`src/rtl/deco_onehot_seq.sv`:
```
// Registered one-hot strobe generator with per-request hold and full-output scan; strobe starts one cycle after accept.
// Backpressure: in_ready is low while a hold is mid-pulse or a scan runs; requests offered then are dropped, not queued.
module deco_onehot_seq #(
    parameter int SEL_W     = 4,
    parameter int PULSE_LEN = 1
) (
    input  logic                    clk,
    input  logic                    rst,
    input  logic                    in_valid,
    output logic                    in_ready,
    input  logic [SEL_W-1:0]        select,
    input  logic                    scan_start,
    output logic                    scan_busy,
    output logic                    out_valid,
    output logic [(1<<SEL_W)-1:0]   decoded_op,
    output logic [SEL_W-1:0]        out_index
);

    localparam int                N_OUT    = 1 << SEL_W;
    localparam logic [7:0]        CNT_LAST = 8'(PULSE_LEN - 1);
    localparam logic [SEL_W-1:0]  IDX_LAST = {SEL_W{1'b1}};
    localparam logic [SEL_W-1:0]  IDX_ONE  = SEL_W'(1);
    localparam logic [N_OUT-1:0]  ONE_HOT0 = {{(N_OUT-1){1'b0}}, 1'b1};

    typedef enum logic [1:0] {
        ST_IDLE = 2'd0,
        ST_HOLD = 2'd1,
        ST_SCAN = 2'd2
    } state_t;

    state_t             state, state_nxt;
    logic [7:0]         cnt, cnt_nxt;
    logic [SEL_W-1:0]   idx, idx_nxt;
    logic [SEL_W-1:0]   index_nxt;
    logic               last_beat;

    assign last_beat = (cnt == CNT_LAST);
    // Ready in the final hold beat lets the next strobe follow with no bubble.
    assign in_ready  = (state == ST_IDLE) || ((state == ST_HOLD) && last_beat);

    always_comb begin
        state_nxt = state;
        cnt_nxt   = cnt;
        idx_nxt   = idx;
        index_nxt = out_index;
        if (in_ready) begin
            if (scan_start) begin
                state_nxt = ST_SCAN;
                cnt_nxt   = '0;
                idx_nxt   = '0;
                index_nxt = '0;
            end else if (in_valid) begin
                state_nxt = ST_HOLD;
                cnt_nxt   = '0;
                index_nxt = select;
            end else begin
                state_nxt = ST_IDLE;
                cnt_nxt   = '0;
                index_nxt = '0;
            end
        end else if (state == ST_HOLD) begin
            cnt_nxt = cnt + 8'd1;
        end else if (state == ST_SCAN) begin
            if (last_beat) begin
                cnt_nxt = '0;
                // The scan stops after the top output; it never wraps.
                if (idx == IDX_LAST) begin
                    state_nxt = ST_IDLE;
                    idx_nxt   = '0;
                    index_nxt = '0;
                end else begin
                    idx_nxt   = idx + IDX_ONE;
                    index_nxt = idx + IDX_ONE;
                end
            end else begin
                cnt_nxt = cnt + 8'd1;
            end
        end else begin
            state_nxt = ST_IDLE;
            cnt_nxt   = '0;
            idx_nxt   = '0;
            index_nxt = '0;
        end
    end

    always_ff @(posedge clk) begin
        if (rst) begin
            state      <= ST_IDLE;
            cnt        <= '0;
            idx        <= '0;
            out_index  <= '0;
            out_valid  <= 1'b0;
            scan_busy  <= 1'b0;
            decoded_op <= '0;
        end else begin
            state      <= state_nxt;
            cnt        <= cnt_nxt;
            idx        <= idx_nxt;
            out_index  <= index_nxt;
            out_valid  <= (state_nxt != ST_IDLE);
            scan_busy  <= (state_nxt == ST_SCAN);
            decoded_op <= (state_nxt != ST_IDLE) ? (ONE_HOT0 << index_nxt) : '0;
        end
    end

endmodule

```
`config.mk`:
```
export PLATFORM = sky130hd
export DESIGN_NAME = deco_onehot_seq
export DESIGN_NICKNAME = d
export VERILOG_FILES = /design/src/rtl/deco_onehot_seq.sv
export SDC_FILE = /design/constraint.sdc
export NUM_CORES = 1
export LEC_CHECK = 0
export ABC_AREA = 1
export ABC_CLOCK_PERIOD_IN_PS = 1500
export BUFFER_PORTS_ARGS = -buffer_cell sky130_fd_sc_hd__buf_2
export CELL_PAD_IN_SITES_DETAIL_PLACEMENT = 1
export CELL_PAD_IN_SITES_GLOBAL_PLACEMENT = 2
export CORE_MARGIN = 2
export CORE_UTILIZATION = 29
export DETAILED_ROUTE_END_ITERATION = 6
export GPL_TIMING_DRIVEN = 0
export HOLD_SLACK_MARGIN = 0.15
export PLACE_DENSITY = 0.82
export SYNTH_ARGS = -nofsm -noshare
export SYNTH_HDL_FRONTEND = slang
export SYNTH_SLANG_ARGS = --single-unit
```
`constraint.sdc`:
```
create_clock -name clk -period 1.5 [get_ports clk]
set_input_delay 0.3 -clock clk [delete_from_list [all_inputs] [get_ports clk]]
set_output_delay 0.3 -clock clk [all_outputs]
set_load 0.005 [all_outputs]
```
Word-level counts from Yosys, hierarchy flattened
Cells that the tools add are included.
{"block": "classes", "eq_ne": 7, "add_sub_neg": 2, "mux": 22, "shift": 1, "reduce_logical": 8, "n_bitwise": 1}
{"op": "$mux 4", "n": 12}
{"op": "$mux 8", "n": 3}
{"op": "$shl 1x4->16 const A", "n": 1}
{"op": "$mux 2", "n": 6}
{"op": "$add 8x1->8 const B", "n": 1}
{"op": "$logic_not 8->1", "n": 1}
{"op": "$add 4x1->4 const B", "n": 1}
{"op": "$eq 2x2->1 const B", "n": 2}
{"op": "$eq 4x4->1 const B", "n": 1}
{"op": "$reduce_or 2->1", "n": 2}
{"op": "$ne 3x3->1 const B", "n": 1}
{"op": "$reduce_and 3->1", "n": 1}
{"op": "$eq 2x1->1 const B", "n": 1}
{"op": "$logic_not 2->1", "n": 1}
{"op": "$ne 2x1->1 const B", "n": 1}
{"op": "$ne 2x2->1 const B", "n": 1}
{"op": "$reduce_bool 2->1", "n": 1}
{"op": "$logic_and 1x1->1", "n": 1}
{"op": "$logic_or 1x1->1", "n": 1}
{"op": "$mux 1", "n": 1}
{"op": "$not 1->1", "n": 1}
{"block": "totals", "regBits": 36, "out_inout_bits": 23, "in_bits": 8, "wordCells": 48}

Depth between registers and ports, before layout
{"block": "logic_depth", "word_depth": 9, "ltp_mapped": 13}

Least setup slack after synthesis
OpenSTA, ideal clock, no wires.
{"block": "synth_timing", "kind": "register to register", "startpoint": "register cnt[0]", "endpoint": "register cnt[5]", "path_buffers": 0, "setup_slack_ns": -0.015, "path_stages_with_launch": 10, "required_ns": 1.367, "arrival_time_ns": 1.383, "setup_time_ns": 0.133, "path_cell_list": "dfxtp_1 -> inv_1 -> ha_1 -> nand2_2 -> nor2_4 -> nand2_4 -> nand2_2 -> inv_1 -> o21ai_1 -> nor2_1"}
{"block": "synth_via", "elab_chain_cells": 4}
{"element": "from (decl)", "line_no": "32", "rtl": "logic [7:0] cnt, cnt_nxt;"}
{"element": "from (signal assigned)", "line_no": "97", "rtl": "cnt <= cnt_nxt;"}
{"element": "$add 8x1->8 / $logic_not 8->1 (equally long branches)", "line_no": "62, 76, 37"}
{"element": "$mux 8 / $logic_and 1x1->1 (equally long branches)", "line_no": "64, 39"}
{"element": "$mux 8 / $logic_or 1x1->1 (equally long branches)", "line_no": "63, 39"}
{"element": "$mux 8 / $reduce_or 2->1 (equally long branches)"}
Parallel ways exist; a longest one is shown, timed or not.
A chain may end at the register's enable or synchronous reset.

Worst setup path in the final report
{"block": "layout_timing", "startpoint": "register cnt[1]", "endpoint": "register decoded_op[12]"}
{"block": "layout_via", "elab_chain_cells": 8}
{"element": "$logic_not 8->1 (*)", "line_no": "37", "rtl": "assign last_beat = (cnt == CNT_LAST);"}
{"element": "$mux 2", "line_no": "64", "rtl": "if (last_beat) begin"}
{"element": "$mux 2", "line_no": "63", "rtl": "end else if (state == ST_SCAN) begin"}
{"element": "$mux 2", "line_no": "61", "rtl": "end else if (state == ST_HOLD) begin"}
{"element": "$mux 2", "line_no": "46", "rtl": "if (in_ready) begin"}
{"element": "$reduce_bool 2->1", "line_no": "102", "rtl": "decoded_op <= (state_nxt != ST_IDLE) ? (ONE_HOT0 << index_nxt) : '0;"}
{"element": "$not 1->1 (no source line)"}
{"element": "$reduce_or 2->1 (no source line)"}
{"element": "to (signal assigned)", "line_no": "102"}
{"element": "to (decl)", "line_no": "15", "rtl": "output logic [(1<<SEL_W)-1:0] decoded_op,"}
Mark *: on every way between the ends. The rest lies on a longest branch, timed or not.

==> results.cfg <==
[place]
post-place-ws_ns = -0.152
portBuffers = 30
hpwl_mm = 2.96
dpl_cell_area_sq_mm = 0.00195
gp_congestion = 0.726

[logic_synthesis]
syn_avg_cell_area_sq_um = 8.16
syn_inst = 208
syn_area_sq_mm = 0.00170
syn-num-nets = 219
ys_ff_latch = 36
yosysWarnings = 0
synth_cell_types = 27
yosysSeqAreaShare_pct = 42.5

[clock_network]
clkSlewWorstSetupHoldPaths_ns = 0.08
clockBufferDepth = 2
cts_made_buffers = 5
clockRootBuffer = clkbuf_8
cts_tree = built
clock_sinks = 36
cts.htree.levels = 2
clock_latency_ns = 0.29

[worst_setup_path]
startpoint_type = flip-flop
critPathArrivalTime_ns = 1.80
end_kind = flip-flop
cp.required_ns = 1.72
critical_path_class = reg2reg
crit_fanout = 8

[die]
rows = 27
die_h_um = 80.5
initial_core_util_pct = 30.4
die_width_um = 80.5
die-area_sq_mm = 0.00648
core_sq_mm = 0.00557
pin_count = 31

[finish]
fin_nets = 267
layout_commonest_cell = nor2_1
final_cell_mix = nor2_1, dfxtp_1, buf_2, nand2_1, inv_2
design_area_sq_mm = 0.00231
drive_above_1_share_pct = 50.6
n_antenna_cell = 0
post-route-util_pct = 41.4
syn_to_final_growth_pct = 36.1

[routing]
viasPerCell = 4.43
first_pass_iters = 3
wire_per_inst_um = 12.9
drt_iter0_drc = 43
vias = 1457
drc = 0
drt-total-wl_mm = 4.24
ant_nets = 0

[pwr]
p_leak_uw = 0.00108
ir_drop_v = 0.000545
power_density_mw_per_mm2 = 944

[global_routing]
antenna_found_initial = 0
grt-ovfl-total = 0
grt_use_total_pct = 14.6
grt_start_max_net_pins = 13
grt_pass1_wl_mm = 7.36
first_global_vias = 1585

[job]
cap_violations = 0

[outcome]
status = finished with violations
violations = setup timing

[timing]
hold_violations = 0
slew_headroom_pct = 69.2
finalMaxSlewViolations = 0
fin_ws_ns = -0.0804
clock.fmax_mhz = 633
skew_ns = 0.00695
fin_crit_ns = 1.58
setup_viol = 21
whs_ns = 0.217
tightestPinTransition_ns = 0.461
final.period_utilization_pct = 105
grt_setup_unrepaired = yes

[hold_path]
min_path_type = in2reg
==> worst paths after layout <==
path / from / end / slack, ns / cells after the start
max reg2reg: cnt[1]$_SDFF_PP0_ / decoded_op[12]$_SDFF_PP0_ / -0.08 / 11
min reg2reg: cnt[0]$_SDFF_PP0_ / cnt[0]$_SDFF_PP0_ / 0.51 / 2
max: cnt[1]$_SDFF_PP0_ / decoded_op[12]$_SDFF_PP0_ / -0.08 / 11
min: rst / out_index[0]$_SDFF_PP0_ / 0.22 / 2
==> where the power goes <==
part / switching [uW] / leakage [uW] / total (uW) / internal, uW
Sequential: 21.0 / 0.000295 / 1010 / 986
Clock: 362 / 0.0000541 / 854 / 492
Combinational: 192 / 0.000730 / 319 / 127
Total: 575 / 0.00108 / 2180 / 1600
==> cell type report <==
type,instances,area (sq um)
Inverter,31,126
Timing Repair Buffer,40,231
Fill cell,684,3270
Clock inverter,3,42.5
Tap cell,72,90.1
Multi-Input combinational cell,142,1020
Sequential cell,36,727
Clock buffer,5,68.8
==> flip-flops by register name, indices dropped and copies added (netlist names) <==
name,cells
out_index,4
scan_busy,1
state,2
decoded_op,16
cnt,8
idx,4
out_valid,1
==> critical path: stages (launching register included) <==
cell,delay (ns)
dfxtp_2,0.34
inv_2,0.05
ha_4,0.17
nand2_2,0.08
nor2_4,0.04
nand2_4,0.10
nand2_4,0.08
nand2_8,0.14
nor2_4,0.07
a21oi_4,0.21
nand3_2,0.13
nor2_1,0.12
==> Yosys cell counts (all sizes together) <==
cell | n | share of area [%]
xnor2 | 2 | 1.0
nand2 | 39 | 14
nand3b | 1 | 0.44
o21ai | 6 | 2.0
ha | 3 | 2.2
nand3 | 24 | 11
xor2 | 5 | 2.6
a21boi | 1 | 0.44
dfxtp | 36 | 42
nor2 | 50 | 13
inv | 31 | 7.2
nor3 | 3 | 1.2
a21oi | 6 | 2.7
or2 | 1 | 0.37
==> metrics by stage <==
stage	power (uW)	TNS [ns]	std cells
after detailed placement	1270	-2.96	310
after CTS	2200	-1.04	329
after global placement	1270	-2.30	310
after floorplan	1200	0	208
after global routing	2290	-4.16	329
final	2180	-1.03	329
==> cells by family after synthesis <==
group / synth area share (%)
compound gates: 5.09
xor+xnor: 3.61
fa+ha+maj: 2.21
buf+inv: 7.15
flops: 42.5
simple gates: 39.5
==> what timing repair did <==
action                     in CTS  in global routing
setup buffers                  10                  0
gates cloned                    1                  0
pin swaps                      27                 10
hold buffers                    0                  0
setup endpoints to repair      33                 35
gates resized for setup        31                 13
==> metal layers <==
layer / GRT usage (%) / part of all wire [%] / vias up
met1: 17.8 / 44 / 690
met5: 0 / 0 / -
met2: 25.4 / 50 / 22
met3: 4.49 / 4.7 / 6
li1: - / - / 739
met4: 3.05 / 0.90 / 0
No activity file was read; power rests on OpenSTA's default activity.
